==> src/rtl/cpu_ctrl_pkg.sv <==
// Shared encodings for the control unit: opcodes, FSM states, instruction classes
// and bit positions inside the one-hot out_sel / in_sel buses.
package cpu_ctrl_pkg;

  localparam int OUT_W = 24;
  localparam int IN_W  = 26;

  localparam int OUT_HI     = 16;
  localparam int OUT_LO     = 17;
  localparam int OUT_PC     = 20;
  localparam int OUT_MDR    = 21;
  localparam int OUT_INPORT = 22;
  localparam int OUT_C      = 23;

  localparam int IN_LO      = 17;
  localparam int IN_PC      = 20;
  localparam int IN_MDR     = 21;
  localparam int IN_MAR     = 22;
  localparam int IN_OUTPORT = 24;
  localparam int IN_IR      = 25;

  localparam logic [4:0] OP_IN   = 5'b01010;
  localparam logic [4:0] OP_OUT  = 5'b01011;
  localparam logic [4:0] OP_MFHI = 5'b01100;
  localparam logic [4:0] OP_MFLO = 5'b01101;
  localparam logic [4:0] OP_MUL  = 5'b01110;
  localparam logic [4:0] OP_DIV  = 5'b01111;
  localparam logic [4:0] OP_LDI  = 5'b10100;
  localparam logic [4:0] OP_LD   = 5'b10101;
  localparam logic [4:0] OP_ST   = 5'b10110;
  localparam logic [4:0] OP_RSV  = 5'b10111;
  localparam logic [4:0] OP_JR   = 5'b11100;
  localparam logic [4:0] OP_JAL  = 5'b11101;
  localparam logic [4:0] OP_NOP  = 5'b11110;
  localparam logic [4:0] OP_HALT = 5'b11111;

  typedef enum logic [2:0] {
    ST_IDLE, ST_FETCH0, ST_FETCH1, ST_FETCH2, ST_EX1, ST_EX2, ST_EX3, ST_HALT
  } state_t;

  typedef enum logic [3:0] {
    C_ALU, C_MULDIV, C_MFHI, C_MFLO, C_IN, C_OUT, C_LOAD, C_STORE,
    C_BR, C_JR, C_JAL, C_NOP, C_HALT, C_RSV
  } iclass_t;

  function automatic logic [15:0] reg_onehot(input logic [3:0] idx);
    return 16'd1 << idx;
  endfunction

endpackage

==> src/rtl/cpu_control_unit_if.sv <==
// Control-unit bus: IR/flag/start into the FSM, register selects and strobes out.
interface cpu_control_unit_if;
  import cpu_ctrl_pkg::*;

  logic              start;
  logic [31:0]       ir;
  logic              con_ff;
  logic [OUT_W-1:0]  out_sel;
  logic [IN_W-1:0]   in_sel;
  logic              mdr_read;
  logic              alu_en;
  logic              inc_pc;
  logic              ba_out;
  logic              run;
  logic              illegal;

  // master: the control unit; slave: the datapath it steers
  modport master (
    input  start, ir, con_ff,
    output out_sel, in_sel, mdr_read, alu_en, inc_pc, ba_out, run, illegal
  );

  modport slave (
    output start, ir, con_ff,
    input  out_sel, in_sel, mdr_read, alu_en, inc_pc, ba_out, run, illegal
  );

endinterface

==> src/rtl/instr_decode.sv <==
// Combinational IR decode: opcode -> instruction class, rd/ra as one-hot register masks.
module instr_decode
  import cpu_ctrl_pkg::*;
(
  input  logic [31:0] ir,
  output iclass_t     cls,
  output logic [15:0] rd_oh,
  output logic [15:0] ra_oh
);

  logic [4:0] op;
  logic       unused_bits;

  assign op          = ir[31:27];
  assign rd_oh       = reg_onehot(ir[26:23]);
  assign ra_oh       = reg_onehot(ir[22:19]);
  assign unused_bits = ^ir[18:0];

  always_comb begin
    cls = C_NOP;
    casez (op)
      5'b00???, 5'b0100?, 5'b100??: cls = C_ALU;
      OP_MUL, OP_DIV:               cls = C_MULDIV;
      OP_MFHI:                      cls = C_MFHI;
      OP_MFLO:                      cls = C_MFLO;
      OP_IN:                        cls = C_IN;
      OP_OUT:                       cls = C_OUT;
      OP_LDI, OP_LD:                cls = C_LOAD;
      OP_ST:                        cls = C_STORE;
      OP_RSV:                       cls = C_RSV;
      5'b110??:                     cls = C_BR;
      OP_JR:                        cls = C_JR;
      OP_JAL:                       cls = C_JAL;
      OP_NOP:                       cls = C_NOP;
      OP_HALT:                      cls = C_HALT;
      default:                      cls = C_NOP;
    endcase
  end

endmodule

==> src/rtl/cpu_control_unit.sv <==
// Fetch/decode/execute sequencer: one control step per clock, outputs decoded
// from the state register plus the held IR word (con_ff qualifies branches in EX1).
module cpu_control_unit
  import cpu_ctrl_pkg::*;
#(
  parameter bit START_ON_RESET = 1'b0,
  parameter int LINK_REG       = 15
) (
  input  logic               clk,
  input  logic               clr,
  cpu_control_unit_if.master bus
);

  localparam logic [15:0] LINK_OH = reg_onehot(4'(LINK_REG));

  state_t            state, state_nxt;
  iclass_t           cls;
  logic [15:0]       rd_oh, ra_oh;
  logic [OUT_W-1:0]  out_sel_d;
  logic [IN_W-1:0]   in_sel_d;
  logic              mdr_read_d, alu_en_d, inc_pc_d, ba_out_d, illegal_d;

  instr_decode u_decode (
    .ir    (bus.ir),
    .cls   (cls),
    .rd_oh (rd_oh),
    .ra_oh (ra_oh)
  );

  always_ff @(posedge clk or negedge clr) begin
    if (!clr) state <= ST_IDLE;
    else      state <= state_nxt;
  end

  always_comb begin
    state_nxt  = state;
    out_sel_d  = '0;
    in_sel_d   = '0;
    mdr_read_d = 1'b0;
    alu_en_d   = 1'b0;
    inc_pc_d   = 1'b0;
    ba_out_d   = 1'b0;
    illegal_d  = 1'b0;
    case (state)
      ST_IDLE: if (bus.start || START_ON_RESET) state_nxt = ST_FETCH0;
      ST_FETCH0: begin
        out_sel_d[OUT_PC] = 1'b1;
        in_sel_d[IN_MAR]  = 1'b1;
        inc_pc_d          = 1'b1;
        state_nxt         = ST_FETCH1;
      end
      ST_FETCH1: begin
        mdr_read_d       = 1'b1;
        in_sel_d[IN_MDR] = 1'b1;
        state_nxt        = ST_FETCH2;
      end
      ST_FETCH2: begin
        out_sel_d[OUT_MDR] = 1'b1;
        in_sel_d[IN_IR]    = 1'b1;
        state_nxt          = ST_EX1;
      end
      ST_EX1: begin
        state_nxt = ST_FETCH0;
        case (cls)
          C_ALU, C_MULDIV: begin
            alu_en_d  = 1'b1;
            state_nxt = ST_EX2;
          end
          C_MFHI: begin
            out_sel_d[OUT_HI] = 1'b1;
            in_sel_d[15:0]    = rd_oh;
          end
          C_MFLO: begin
            out_sel_d[OUT_LO] = 1'b1;
            in_sel_d[15:0]    = rd_oh;
          end
          C_IN: begin
            out_sel_d[OUT_INPORT] = 1'b1;
            in_sel_d[15:0]        = rd_oh;
          end
          C_OUT: begin
            out_sel_d[15:0]      = ra_oh;
            in_sel_d[IN_OUTPORT] = 1'b1;
          end
          C_LOAD, C_STORE: begin
            in_sel_d[IN_MAR] = 1'b1;
            ba_out_d         = 1'b1;
            state_nxt        = ST_EX2;
          end
          // datapath routes R[ra] onto the PC input when the condition holds
          C_BR: in_sel_d[IN_PC] = bus.con_ff;
          C_JR: begin
            out_sel_d[15:0] = ra_oh;
            in_sel_d[IN_PC] = 1'b1;
          end
          C_JAL: begin
            out_sel_d[OUT_PC] = 1'b1;
            in_sel_d[15:0]    = LINK_OH;
            state_nxt         = ST_EX2;
          end
          C_HALT: state_nxt = ST_HALT;
          C_RSV:  illegal_d = 1'b1;
          default: ;
        endcase
      end
      ST_EX2: begin
        state_nxt = ST_FETCH0;
        case (cls)
          C_ALU: begin
            out_sel_d[OUT_C] = 1'b1;
            in_sel_d[15:0]   = rd_oh;
          end
          C_MULDIV: begin
            out_sel_d[OUT_C] = 1'b1;
            in_sel_d[IN_LO]  = 1'b1;
          end
          C_LOAD: begin
            alu_en_d  = 1'b1;
            state_nxt = ST_EX3;
          end
          // link was written in EX1, so ra==LINK_REG jumps to the new link value
          C_JAL: begin
            out_sel_d[15:0] = ra_oh;
            in_sel_d[IN_PC] = 1'b1;
          end
          default: ;
        endcase
      end
      ST_EX3: begin
        out_sel_d[OUT_C] = 1'b1;
        in_sel_d[15:0]   = rd_oh;
        state_nxt        = ST_FETCH0;
      end
      ST_HALT: state_nxt = ST_HALT;
    endcase
  end

  assign bus.out_sel  = out_sel_d;
  assign bus.in_sel   = in_sel_d;
  assign bus.mdr_read = mdr_read_d;
  assign bus.alu_en   = alu_en_d;
  assign bus.inc_pc   = inc_pc_d;
  assign bus.ba_out   = ba_out_d;
  assign bus.illegal  = illegal_d;
  assign bus.run      = (state != ST_IDLE) && (state != ST_HALT);

endmodule
==> src/flat_wrapper.sv <==
// flat-port wrapper written by rule: the top's interface ports become plain ports
module cpu_control_unit_flat import cpu_ctrl_pkg::*;
#(
  parameter bit START_ON_RESET = 1'b0,
  parameter int LINK_REG       = 15
)
  (clk, clr, bus_start, bus_ir, bus_con_ff, bus_out_sel, bus_in_sel, bus_mdr_read, bus_alu_en, bus_inc_pc, bus_ba_out, bus_run, bus_illegal);
  cpu_control_unit_if bus_i ();
  input  logic clk;
  input  logic clr;
  input wire logic [$bits(bus_i.start)-1:0] bus_start;
  input wire logic [$bits(bus_i.ir)-1:0] bus_ir;
  input wire logic [$bits(bus_i.con_ff)-1:0] bus_con_ff;
  output wire logic [$bits(bus_i.out_sel)-1:0] bus_out_sel;
  output wire logic [$bits(bus_i.in_sel)-1:0] bus_in_sel;
  output wire logic [$bits(bus_i.mdr_read)-1:0] bus_mdr_read;
  output wire logic [$bits(bus_i.alu_en)-1:0] bus_alu_en;
  output wire logic [$bits(bus_i.inc_pc)-1:0] bus_inc_pc;
  output wire logic [$bits(bus_i.ba_out)-1:0] bus_ba_out;
  output wire logic [$bits(bus_i.run)-1:0] bus_run;
  output wire logic [$bits(bus_i.illegal)-1:0] bus_illegal;
  assign bus_i.start = bus_start;
  assign bus_i.ir = bus_ir;
  assign bus_i.con_ff = bus_con_ff;
  assign bus_out_sel = bus_i.out_sel;
  assign bus_in_sel = bus_i.in_sel;
  assign bus_mdr_read = bus_i.mdr_read;
  assign bus_alu_en = bus_i.alu_en;
  assign bus_inc_pc = bus_i.inc_pc;
  assign bus_ba_out = bus_i.ba_out;
  assign bus_run = bus_i.run;
  assign bus_illegal = bus_i.illegal;
  cpu_control_unit #(.START_ON_RESET(START_ON_RESET), .LINK_REG(LINK_REG)) u_core (.clk(clk), .clr(clr), .bus(bus_i));
endmodule
==> config.mk <==
export PLATFORM = sky130hd
export DESIGN_NAME = cpu_control_unit_flat
export DESIGN_NICKNAME = d
export VERILOG_FILES = /design/src/rtl/cpu_ctrl_pkg.sv /design/src/rtl/cpu_control_unit_if.sv /design/src/rtl/instr_decode.sv /design/src/rtl/cpu_control_unit.sv /design/src/flat_wrapper.sv
export SDC_FILE = /design/constraint.sdc
export NUM_CORES = 1
export LEC_CHECK = 0
export BUFFER_PORTS_ARGS = -buffer_cell sky130_fd_sc_hd__buf_2
export CAP_MARGIN = 20
export CORE_ASPECT_RATIO = 2
export CORE_MARGIN = 2
export CORE_UTILIZATION = 35
export CTS_BUF_LIST = sky130_fd_sc_hd__clkbuf_8
export DETAILED_ROUTE_END_ITERATION = 10
export HOLD_SLACK_MARGIN = 0.02
export PLACE_DENSITY = 0.79
export SLEW_MARGIN = 15
export SYNTH_ARGS = -nofsm -noshare
export SYNTH_HDL_FRONTEND = slang
export SYNTH_SLANG_ARGS = --single-unit
==> constraint.sdc <==
create_clock -name clk -period 1.95 [get_ports clk]
set_input_delay 0.39 -clock clk [delete_from_list [all_inputs] [get_ports clk]]
set_output_delay 0.39 -clock clk [all_outputs]
set_load 0.005 [all_outputs]
==> flow_summary.yaml, run 1 <==
sta:
  hold_viol: 0
  skew_ps: 3.65
  report.final.slew_viol_count: 0
  rsz0062_at_grt: "true"
  slew-limit-headroom_pct: 66.2
  finalCritPeriodShare_pct: 122
  max_freq_ghz: 0.420
  timing.final.ws_setup_ps: -433
  setup-tns-final_ps: -9660
  tightest_slew_ps: 500
  fin_crit_ps: 2380
  setup_viol: 35
logic_synthesis:
  syn_area_per_cell_um2: 6.75
  synth_edf_count: 0
  synthArstFlopShare_pct: 100
  yosys.area.top_type: "nor3_2"
  ys_seq_area_share_pct: 7.27
  synth_top_area_share_pct: 8.73
  ys_dominant_reg_cell: "dfrtp_1"
  ys_seq_elements: 3
  ys_top_cells_by_area: "nor3_2, nor3_1, dfrtp_1, nor4_1, buf_4"
  synth_area_um2: 1030
  yosysWarnings: 0
  postSynthCellCount: 153
  synth.distinct_cells: 48
floorplanning:
  dieHeight_um: 80.8
  fp.dieArea_um2: 3430
  ioPinCount: 92
  initial_utilization_pct: 37.3
  core-area_um2: 2770
  rows: 27
  die_w_um: 42.4
critical_path:
  r2r_cells: 3
  worstPathMaxFanout: 6
  critPathLaunchType: "flip-flop"
  rrSetupSlack_ps: 730
  r2r_start: "u_core.state[0]"
  worstPathArrival_ps: 1990
  crit_chain: "or4bb_1 -> nand4_1 -> buf_4 -> a31oi_4 -> nor4_2 -> buf_2"
  critPathKind: "flip-flop to output port"
  crit_required_ps: 1560
  crit_start: "u_core.state[0]"
  critPathMaxStageDelay_ps: 490
  cp-end-kind: "output port"
  slowest_stage: "or4bb_1"
  reg2reg_to: "u_core.state[1]"
layout:
  largest_reg_flops: 3
  diodes: 0
  drive_above_1_share_pct: 61.9
  final_common_cell: "buf_2"
  stdcell_count: 273
  reg.largest.list: "u_core.state: 3 flops"
  layout_common_cells: "buf_2, buf_4, nor3_2"
  final_util_pct: 69.9
  nets: 281
  area_growth_pct: 87.5
  top_register: "u_core.state"
route:
  drtPass1Iterations: 4
  vias_per_cell: 5.81
  drtIter0Drc: 38
  vias: 1587
  ant_nets: 0
  wl_um: 4370
  drc: 0
  wire_per_inst_um: 16.0
clock_tree:
  clk_pin_slew_ps: 30
  cts_buffers: 3
  clock-sinks: 3
  cts_tree: "yes"
  clk_latency_ps: 220
  clock_tree.root_cell: "clkbuf_8"
  clk_path_buf_depth: 2
  htreeDepth: 1
job:
  max_cap_viol_count: 0
placed_design:
  place_ws_ps: -364
  portBuffers: 66
  dp_cells: 252
  place_congestion: 0.992
  hpwl_um: 2640
global_route:
  grt_pass1_wl_um: 5940
  grt_overflow: 0
  grt_pass1_vias: 1427
  grt_max_degree: 16
  grt_usage_pct: 21.8
  antenna_found_initial: 0
outcome:
  violations: "setup timing"
  outcome: "finished with violations"
pwr:
  ir_drop_mv: 0.622
  powerDensity_nw_per_um2: 748
  cellLeakagePower_nw: 0.909
min_path:
  hp-class: "primary input to asynchronous set/reset pin"
## layout make-up
type                       instances  area, µm²
multi-input combinational        130       1070
fill                             216        835
timing repair buffer             102        687
sequential                         3       76.3
clock buffer                       3       41.3
tap                               29       36.3
inverter                           5       18.8
clock inverter                     1       3.75
## layer usage
| layer | GRT usage (%) | vias up | routed length [µm] |
|---|---|---|---|
| met5 | 0 | - | 0 |
| met4 | 11.3 | 0 | 97 |
| met3 | 2.67 | 8 | 217 |
| met2 | 42.6 | 66 | 2530 |
| met1 | 21.5 | 763 | 1530 |
| li1 | - | 750 | - |
## logic make-up after synthesis
logic type,synth area share (%)
flip-flops,7.27
AND/OR/NAND/NOR,57.5
AO/OA/AOI/OAI,20.5
other,0.363
buffers and inverters,14.4
## how the worst max path moves through the flow
| stage | slack, ps | cells past startpoint | endpoint |
|---|---|---|---|
| after floorplan | -70 | 6 | bus_in_sel[10] |
| after global placement | -330 | 7 | bus_out_sel[9] |
| after detailed placement | -360 | 7 | bus_out_sel[3] |
| after CTS | -390 | 6 | bus_in_sel[14] |
| after global routing | -500 | 6 | bus_in_sel[2] |
| final | -430 | 6 | bus_in_sel[2] |
## Yosys cell counts, types with 2 or more instances
master and n:
nor3_2 9, nor3_1 16, inv_1 5, buf_6 2, nor2_1 12, buf_2 2, or2_2 2, nand3b_1 3
nand2b_1 7, o21ai_0 4, buf_4 8, nor4_1 12, a22o_1 2, a21oi_1 7, or2_1 2, o21ai_1 2
o211ai_1 2, clkbuf_1 10, nand4_1 3, nand2_1 10, nand3_1 3, dfrtp_1 3, and3b_1 2
## per-stage QoR
stage / hold WS, ps / power (mW) / instance area (µm²)
finish: 486 / 1.45 / 1940
global route: 501 / 1.55 / 1940
CTS: 499 / 1.26 / 1740
detailed placement: 187 / 0.914 / 1460
global placement: 185 / 0.892 / 1460
floorplan: 94.4 / 0.626 / 1050
## where the power goes
part	total (mW)	switching, mW	internal (mW)	leakage, nW
clock network	0.185	0.0501	0.135	0.0269
logic	1.13	0.584	0.546	0.846
registers	0.133	0.0385	0.0942	0.0361
total	1.45	0.672	0.775	0.909
## worst max-delay path, delay by kind of cell (launching register included)
kind            cells  cell delay (ps)
compound gates      1              140
buf+inv             2              320
flops               1              430
simple gates        3              880
## what timing repair did
action	CTS	global route
endpoints found under the hold margin	3	0
cloned	2	0
endpoints found under the setup margin	42	42
pin swaps	26	24
buffers inserted	11	4
hold buffers	1	0
gates resized for setup	25	34
Power figures use the tool's default switching activity.
==> inputs of run 2 (changes only) <==
--- a/config.mk
+++ b/config.mk
@@ -13,7 +13,8 @@
 export CTS_BUF_LIST = sky130_fd_sc_hd__clkbuf_8
 export DETAILED_ROUTE_END_ITERATION = 10
 export HOLD_SLACK_MARGIN = 0.02
-export PLACE_DENSITY = 0.79
+export PLACE_DENSITY = 0.89
+export SKIP_CTS_REPAIR_TIMING = 1
 export SLEW_MARGIN = 15
 export SYNTH_ARGS = -nofsm -noshare
 export SYNTH_HDL_FRONTEND = slang
==> flow_summary.yaml, run 2 (synthesis gave the netlist of run 1 again) <==
route:
  wire_per_inst_um: 14.7
  vias_per_cell: 5.55
  drtPass1Iterations: 4
  ant_nets: 0
  wl_um: 3900
  drtIter0Drc: 29
  drc: 0
  vias: 1470
sta:
  finalCritPeriodShare_pct: 121
  slew-limit-headroom_pct: 58.5
  hold_viol: 0
  holdWs_ps: 504
  tightest_slew_ps: 620
  fin_crit_ps: 2360
  skew_ps: 0.545
  rsz0062_at_grt: "true"
  setup_viol: 40
  setup-tns-final_ps: -10040
  timing.final.ws_setup_ps: -412
  max_freq_ghz: 0.423
  report.final.slew_viol_count: 0
floorplanning:
  core-area_um2: 2770
  fp.dieArea_um2: 3430
  ioPinCount: 92
  initial_utilization_pct: 37.3
  die_w_um: 42.4
  rows: 27
  dieHeight_um: 80.8
layout:
  area_growth_pct: 72.6
  diodes: 0
  fillCellCount: 242
  final_common_cell: "buf_2"
  nets: 273
  multi_input_area_um2: 1010
  largest_reg_flops: 3
  layout_common_cells: "buf_2, buf_4, nor3_2"
  reg.largest.list: "u_core.state: 3 flops"
  drive_above_1_share_pct: 58.5
  top_register: "u_core.state"
  seq_area_um2: 76.3
critical_path:
  r2r_cells: 6
  worstPathMaxFanout: 8
  critPathLaunchType: "flip-flop"
  slowest_stage: "dfrtp_2"
  crit_required_ps: 1560
  critPathKind: "flip-flop to output port"
  cp-end-kind: "output port"
  crit_chain: "or3_4 -> nor4_4 -> buf_4 -> a31oi_4 -> nor4_1 -> buf_2"
  worstPathArrival_ps: 1970
  critPathMaxStageDelay_ps: 420
clock_tree:
  cts_tree: "yes"
  htreeDepth: 1
  clock_tree.root_cell: "clkbuf_8"
  clock-sinks: 3
  clk_latency_ps: 210
  clk_pin_slew_ps: 30
  cts_buffers: 3
  clk_path_buf_depth: 2
pwr:
  power_frac_comb_pct: 76.4
  ir_drop_mv: 0.803
  powerDensity_nw_per_um2: 722
  switching_share_pct: 46.7
  power_frac_clock_pct: 13.6
  p_sw_uw: 600
  cellLeakagePower_nw: 0.851
  p_seq_share_pct: 10.0
  intPower_uw: 686
job:
  max_cap_viol_count: 0
placed_design:
  portBuffers: 66
  place_ws_ps: -295
  place_congestion: 0.892
  hpwl_um: 2640
global_route:
  grt_overflow: 0
  grt_pass1_vias: 1228
  antenna_found_initial: 0
  grt_pass1_wl_um: 5250
  grt_usage_pct: 18.7
  grt_max_degree: 17
outcome:
  violations: "setup timing"
  outcome: "finished with violations"
min_path:
  hp-class: "primary input to asynchronous set/reset pin"
==> run 2: metal layers <==
layer	routed length (µm)	vias to the layer above	GRT usage [%]
met2	2240	57	38.3
met5	0	-	0
met1	1410	689	18.7
li1	-	722	-
met3	218	2	2.44
met4	31	0	5.31
==> run 2: critical path: cells and delay by family, from the launching register on <==
family,cells,cell delay (ps)
simple gates,3,890
flops,1,420
buf+inv,2,370
compound gates,1,70
==> run 2: through the flow <==
stage | util, % | instances | power, mW | cell area [µm²]
after floorplan | - | 158 | 0.626 | 1050
after global placement | 52.6 | 252 | 0.890 | 1460
after detailed placement | 52.6 | 252 | 0.904 | 1460
after CTS | 54.2 | 256 | 1.09 | 1500
after global routing | 64.3 | 265 | 1.38 | 1780
final | 64.3 | 265 | 1.29 | 1780
==> run 2: cell type report <==
class	count	share of cell area, %
flip-flops and latches	3	4.28
inverters	5	1.05
clock buffers	3	2.32
repair buffers	95	33.5
multi-input cells	129	56.6
clock inverters	1	0.211
well taps	29	2.04
==> run 2: worst paths after layout <==
check / start / slack (ps) / end
worst max-delay path: u_core.state[0] / -410 / bus_in_sel[1]
worst min-delay path: clr / 500 / u_core.state[2]
worst max register to register: u_core.state[0] / 560 / u_core.state[2]
worst min register to register: u_core.state[0] / 650 / u_core.state[0]
max in group asynchronous: clr / 1330 / u_core.state[0]
min in group clk: bus_start / 560 / u_core.state[0]
==> run 2: power groups by stage <==
stage / sequential [mW] / combinational, mW / clock [mW]
after global routing: 0.133 / 1.06 / 0.188
after global placement: 0.123 / 0.767 / 0
after CTS: 0.123 / 0.789 / 0.181
after floorplan: 0.125 / 0.501 / 0
after detailed placement: 0.123 / 0.781 / 0
final: 0.129 / 0.982 / 0.175
